==> config.mk <==
export PLATFORM = sky130hd
export DESIGN_NAME = inst_axi_rd_bridge
export DESIGN_NICKNAME = d
export VERILOG_FILES = /design/src/rtl/inst_axi_rd_bridge.sv
export SDC_FILE = /design/constraint.sdc
export NUM_CORES = 1
export LEC_CHECK = 0
export BUFFER_PORTS_ARGS = -buffer_cell sky130_fd_sc_hd__buf_2
export CORE_MARGIN = 5
export CORE_UTILIZATION = 33
export CTS_CLUSTER_SIZE = 8
export DETAILED_ROUTE_END_ITERATION = 8
export PLACE_DENSITY = 0.86
export SLEW_MARGIN = 10
export SYNTH_ARGS = -nofsm -noshare
export SYNTH_HDL_FRONTEND = slang
export SYNTH_SLANG_ARGS = --single-unit
==> constraint.sdc <==
create_clock -name clk -period 2.02 [get_ports clk]
set_clock_uncertainty 0.2 [all_clocks]
set_input_delay 0.101 -clock clk [delete_from_list [all_inputs] [get_ports clk]]
set_output_delay 0.101 -clock clk [all_outputs]
set_load 0.02 [all_outputs]
==> src/rtl/inst_axi_rd_bridge.sv <==
// Read-only bridge from the fetch stage's SRAM-like instruction port to an AXI read master.
// Single-beat AR per request, up to MAX_OUT reads in flight, in-order data return.
module inst_axi_rd_bridge #(
  parameter logic [3:0] ARID    = 4'd0,
  parameter int         MAX_OUT = 2,
  parameter int         CNT_W   = 2
) (
  input  logic        clk,
  input  logic        resetn,
  input  logic        inst_sram_req,
  input  logic        inst_sram_wr,
  input  logic [1:0]  inst_sram_size,
  input  logic [3:0]  inst_sram_wstrb,
  input  logic [31:0] inst_sram_addr,
  input  logic [31:0] inst_sram_wdata,
  output logic        inst_sram_addr_ok,
  output logic        inst_sram_data_ok,
  output logic [31:0] inst_sram_rdata,
  output logic [3:0]  arid,
  output logic [31:0] araddr,
  output logic [7:0]  arlen,
  output logic [2:0]  arsize,
  output logic [1:0]  arburst,
  output logic [1:0]  arlock,
  output logic [3:0]  arcache,
  output logic [2:0]  arprot,
  output logic        arvalid,
  input  logic        arready,
  input  logic [3:0]  rid,
  input  logic [31:0] rdata,
  input  logic [1:0]  rresp,
  input  logic        rlast,
  input  logic        rvalid,
  output logic        rready,
  output logic        bus_err
);

  localparam logic [0:0] AR_IDLE = 1'b0;
  localparam logic [0:0] AR_SEND = 1'b1;

  logic [0:0]       state_q, state_d;
  logic [CNT_W-1:0] cnt_q, cnt_d;
  logic [31:0]      araddr_q;
  logic [1:0]       arsize_q;
  logic             rready_q;
  logic             accept, beat_done;

  // Write-side fields and rid carry no information for an in-order read-only port.
  logic unused_inputs;
  assign unused_inputs = ^{inst_sram_wr, inst_sram_wstrb, inst_sram_wdata, rid};

  // Accept only from IDLE so arready never reaches addr_ok combinationally.
  assign accept = resetn & inst_sram_req & (state_q == AR_IDLE) & (cnt_q < CNT_W'(MAX_OUT));
  assign inst_sram_addr_ok = accept;

  // Beats with nothing outstanding are swallowed silently.
  assign inst_sram_data_ok = resetn & rready_q & rvalid & (cnt_q != '0);
  assign inst_sram_rdata   = rdata;
  assign bus_err           = inst_sram_data_ok & (rresp != 2'b00);
  assign beat_done         = inst_sram_data_ok & rlast;

  assign arid    = ARID;
  assign araddr  = araddr_q;
  assign arlen   = 8'd0;
  assign arsize  = {1'b0, arsize_q};
  assign arburst = 2'b01;
  assign arlock  = 2'b00;
  assign arcache = 4'd0;
  assign arprot  = 3'd0;
  assign arvalid = (state_q == AR_SEND);
  assign rready  = rready_q;

  always_comb begin
    state_d = state_q;
    case (state_q)
      AR_IDLE: if (accept)  state_d = AR_SEND;
      AR_SEND: if (arready) state_d = AR_IDLE;
      default:              state_d = AR_IDLE;
    endcase
  end

  always_comb begin
    cnt_d = cnt_q;
    case ({accept, beat_done})
      2'b10:   cnt_d = cnt_q + CNT_W'(1);
      2'b01:   cnt_d = cnt_q - CNT_W'(1);
      default: cnt_d = cnt_q;
    endcase
  end

  always_ff @(posedge clk) begin
    if (!resetn) begin
      state_q  <= AR_IDLE;
      cnt_q    <= '0;
      araddr_q <= '0;
      arsize_q <= '0;
      rready_q <= 1'b0;
    end else begin
      state_q  <= state_d;
      cnt_q    <= cnt_d;
      rready_q <= 1'b1;
      if (accept) begin
        araddr_q <= inst_sram_addr;
        arsize_q <= inst_sram_size;
      end
    end
  end

endmodule

# ---- Yosys cells after proc, flatten, opt, wreduce, memory -nomap -nowiden
# Cells that the tools add are included.
dict set report totals {
  reg_bits 38
  in_bits 115
}
dict set report classes {
  add_sub_neg 2
  order_cmp 1
  n_eq_ne 2
  n_mux 5
  bitwise_logic 9
  n_reduce_logical 3
}
# cell count
set op_table {}
lappend op_table {{$and 1x1->1} 8}
lappend op_table {{$reduce_bool 2->1} 3}
lappend op_table {{$pmux 2 s2} 1}
lappend op_table {{$mux 1} 3}
lappend op_table {{$add 2x1->2 const B} 1}
lappend op_table {{$eq 2x1->1 const B} 1}
lappend op_table {{$eq 2x2->1 const B} 1}
lappend op_table {{$lt 2x2->1 const B} 1}
lappend op_table {{$pmux 1 s2} 1}
lappend op_table {{$sub 2x1->2 const B} 1}
lappend op_table {{$not 1->1} 1}

# ---- Logic depth before layout (Yosys ltp)
dict set report logic_depth {
  ltp_word 6
  ltp_mapped 7
  ltp_nobuf 6
}

# ---- Worst setup path after synthesis
# OpenSTA, ideal clock, no wires.
dict set report synth_timing {
  kind {register to register}
  from {register rready_q (netlist: rready)}
  to {register cnt_q[1]}
  setup_time_ps 70
  arrival_ps 1644
  required_time_ps 1750
  setup_slack_ps 106
  stages_incl_launch_ff 6
  n_path_buf 0
  path_cell_list {dfxtp_1 -> o2111a_1 -> and2_1 -> ha_1 -> or3_1 -> a21boi_1}
}
dict set report synth_between {
  elab_chain_cells 6
  word_cells_on_any_way 8
  classes_between {eq/ne (2); mux (1); bitwise (4); reduce/logical (1)}
}
# element line_no
set synth_lines {}
lappend synth_lines {{start: declaration} 45} ;# logic rready_q;
lappend synth_lines {{start signal: assignment} 97} ;# rready_q <= 1'b0;
lappend synth_lines {{start signal: assignment} 101} ;# rready_q <= 1'b1;
lappend synth_lines {{$and 1x1->1 (*) (3 in a row)} 57} ;# assign inst_sram_data_ok = resetn & rready_q & rvalid & (cnt_q != '0);
lappend synth_lines {{net inst_sram_data_ok} 17} ;# output logic inst_sram_data_ok,
lappend synth_lines {{$and 1x1->1 (*)} 60} ;# assign beat_done = inst_sram_data_ok & rlast;
lappend synth_lines {{$eq 2x1->1 or $eq 2x2->1 (tied branches)} 84} ;# case ({accept, beat_done})
lappend synth_lines {{$pmux 2 s2 or $reduce_bool 2->1 (tied branches)} --}
lappend synth_lines {{end signal: assignment} 100} ;# cnt_q <= cnt_d;
lappend synth_lines {{end: declaration} 42} ;# logic [CNT_W-1:0] cnt_q, cnt_d;
# The timed path passes the listed nets; every way through them passes the cells marked *.
# A chain may end at the register's enable or synchronous reset.

# ---- Worst setup path in the final report
dict set report layout_timing {
  from {register cnt_q[0]}
  to {register cnt_q[1]}
}
dict set report layout_between {
  elab_chain_cells 5
  word_cells_on_any_way 11
  classes_between {add/sub (2); order compare (1); eq/ne (2); mux (1); bitwise (3); reduce/logical (2)}
}
# element line_no
set layout_lines {}
lappend layout_lines {{$reduce_bool 2->1} 57}
lappend layout_lines {{$and 1x1->1} 57}
lappend layout_lines {{$and 1x1->1} 60}
lappend layout_lines {{$eq 2x1->1 or $eq 2x2->1 (tied branches)} 84}
lappend layout_lines {{$pmux 2 s2 or $reduce_bool 2->1 (tied branches)} --}
# Parallel ways exist; a longest one is shown, timed or not.

==> results.ini <==
[sta]
max_freq_mhz = 544.0
grt_setup_unrepaired = no
final-hold-violation-count = 0
setup_viol_count_final = 0
period_share_pct = 91.00
sum_neg_setup_slack_ns = 0
slew_violations = 0
minimum_clock_period_after_layout_ns = 1.838
final_critical_path_setup_slack_ns = 0.1818

[worst_setup_path]
cp-start-kind = flop
cp_max_fo = 3
worstSetupPathType = flop to flop
critical_path.max_stage_delay_ns = 0.36
critical_path.cell_chain = o2111a_1 -> and2_1 -> ha_1 -> or3_1 -> a21boi_1
critPathSlowestCell = sky130_fd_sc_hd__or3_1
ff2ff_setup_slack_ns = 0.18
rr_startpoint = cnt_q[0]
r2r-end = cnt_q[1]
crit_arrival_ns = 1.85
crit_buf_inv = 0
cp_data_required_time_ns = 2.03
critPathTopFamily = simple AND/OR/NAND/NOR gates
cp-end-kind = flop
ff2ff_path_depth = 5

[grt]
number_of_global_route_vias_before_repair = 1516
grt_start_max_net_pins = 38
grt_first_pass_wirelength_um = 6996
grt_antenna_before_repair = 0
global_route.overflow_total = 0
global_route.usage.total_pct = 12.11

[clocking]
htreeDepth = 2
worstSkewPairLatency_ns = 0.27
numCtsBuffers = 5
clkSlewWorstSetupHoldPaths_ns = 0.07
tritoncts_num_sinks = 38
cts-root-to-sink-buffers = 2
cts_tree = yes
cts.root.buffer_cell = sky130_fd_sc_hd__clkbuf_8

[status]
status = finished clean

[hold_path]
hold_path_end = inst_sram_rdata[1]
timing.hold.worst.class = input pin to output pin
holdCritStartpoint = rdata[1]
hold_path_depth = 0

[final_layout]
diodes = 0
final_cell_mix = sky130_fd_sc_hd__buf_2, sky130_fd_sc_hd__nand2_1, sky130_fd_sc_hd__dfxtp_1
n_fill_cell = 512
fraction_of_layout_cells_with_a_size_suffix_above_1_pct = 29.74
design.final.nets = 422
fin_util_pct = 45.19
syn_to_final_growth_pct = 30.72
layout_commonest_cell = sky130_fd_sc_hd__buf_2

[power]
power_mw = 1.681
power.leakage_nw = 1.126
cell_area_power_density_nw_per_um2 = 719.3
worst_ir_drop_vdd_v = 0.0003551

[placement]
place_congestion = 0.7659
dp_slack_ns = 0.1910
hpwl_um = 2822
buffer_ports.inserted = 80

[logic_synthesis]
post_synth_instance_area_um2 = 1788
post_synth_num_cell_types = 19
syn-mean-instance-area_um2 = 7.982
synthDominantAreaCellType = sky130_fd_sc_hd__dfxtp_1
yosys.area.top_type_share_pct = 42.55
synth_seq_cells = 38
seq_area_frac_synth_pct = 42.55
synth_cells = 224
synthTopCellsByArea = sky130_fd_sc_hd__dfxtp_1, sky130_fd_sc_hd__buf_4, sky130_fd_sc_hd__nand2_1
synth-warning-count = 0

[floorplan]
num_rows = 26
design.die.area_um2 = 6990
die-height_um = 83.61
die_w_um = 83.61
floorplan.core_area_um2 = 5172
initial_utilization_pct = 34.57
num_io_pins = 210

[route]
detailroute.via_count = 1539
average_wire_per_standard_cell_um = 11.12
finalWirelength_um = 4180
drtAntennaViolNets = 0
drt-vias-per-instance = 4.093
route.detailed.drc = 0
drtPass1Iterations = 4
drt_first_iter_violations = 29

[run]
drv.max_cap_violation_count = 0

==> registers in the layout (all words and copies together) (netlist names) <==
| name | cells |
|---|---|
| araddr | 32 |
| arsize_q | 2 |
| arvalid | 1 |
| cnt_q | 2 |
| rready | 1 |
==> through the flow <==
stage	std cells	hold slack (ns)	area [um^2]
2_1_floorplan	246	-0.07128	1871
5_1_grt	376	0.002029	2337
4_1_cts	376	0.002137	2337
3_3_place_gp	333	0.002137	1901
6_report	376	0.002008	2337
3_5_place_dp	333	0.002137	1901
==> cell type report <==
class | count | area [um^2] | area share (%)
clock buffers | 7 | 76.32 | 3.266
repair buffers | 120 | 790.8 | 33.83
well taps | 70 | 87.58 | 3.747
multi-input cells | 140 | 618.1 | 26.45
flip-flops and latches | 38 | 760.7 | 32.55
inverters | 1 | 3.754 | 0.1606
==> cell usage after synthesis, drive strengths merged <==
cell,count
nand2,69
buf,65
dfxtp,38
o21ai,36
and2,2
clkbuf,2
conb,2
xnor2,2
a21boi,1
ha,1
inv,1
nand3,1
nor2,1
o2111a,1
o21a,1
or3,1
==> timing repair <==
item / 4_1_cts / 5_1_grt
gates resized for setup: 0 / 0
endpoints found under the hold margin: 35 / 0
hold buffers: 36 / 0
setup buffers: 0 / 0
==> cell families after synthesis <==
kind of cell | Yosys count | share of synthesized area [%]
and+or+nand+nor | 74 | 16.31
buffers and inverters | 68 | 27.50
AOI/OAI and AO/OA | 39 | 11.55
DFF | 38 | 42.55
xor gates and xnor gates | 2 | 0.9799
other | 2 | 0.4200
adders and majority gates | 1 | 0.6997
==> report_power, final <==
group / switching, mW / internal (mW)
Combinational: 0.224 / 0.150
Clock: 0.228 / 0.237
Sequential: 0.0297 / 0.811
==> per-layer routing <==
metal	up-vias	part of all wire (%)	global-route usage [%]
met4	0	1.5	3.655
met5	-	0	0
met1	682	35	11.44
met2	63	54	23.21
met3	10	9.9	5.331
li1	784	-	-
==> worst max-delay path by stage <==
stage | startpoint | to | slack (ns) | cells past startpoint
2_1_floorplan | rready | cnt_q[1] | 0.11 | 5
3_3_place_gp | cnt_q[0] | cnt_q[1] | 0.24 | 5
3_5_place_dp | cnt_q[0] | cnt_q[1] | 0.19 | 5
4_1_cts | cnt_q[0] | cnt_q[1] | 0.17 | 5
5_1_grt | cnt_q[1] | inst_sram_addr_ok | 0.07 | 5
6_report | cnt_q[0] | cnt_q[1] | 0.18 | 5
Power figures use the tool's default switching activity.
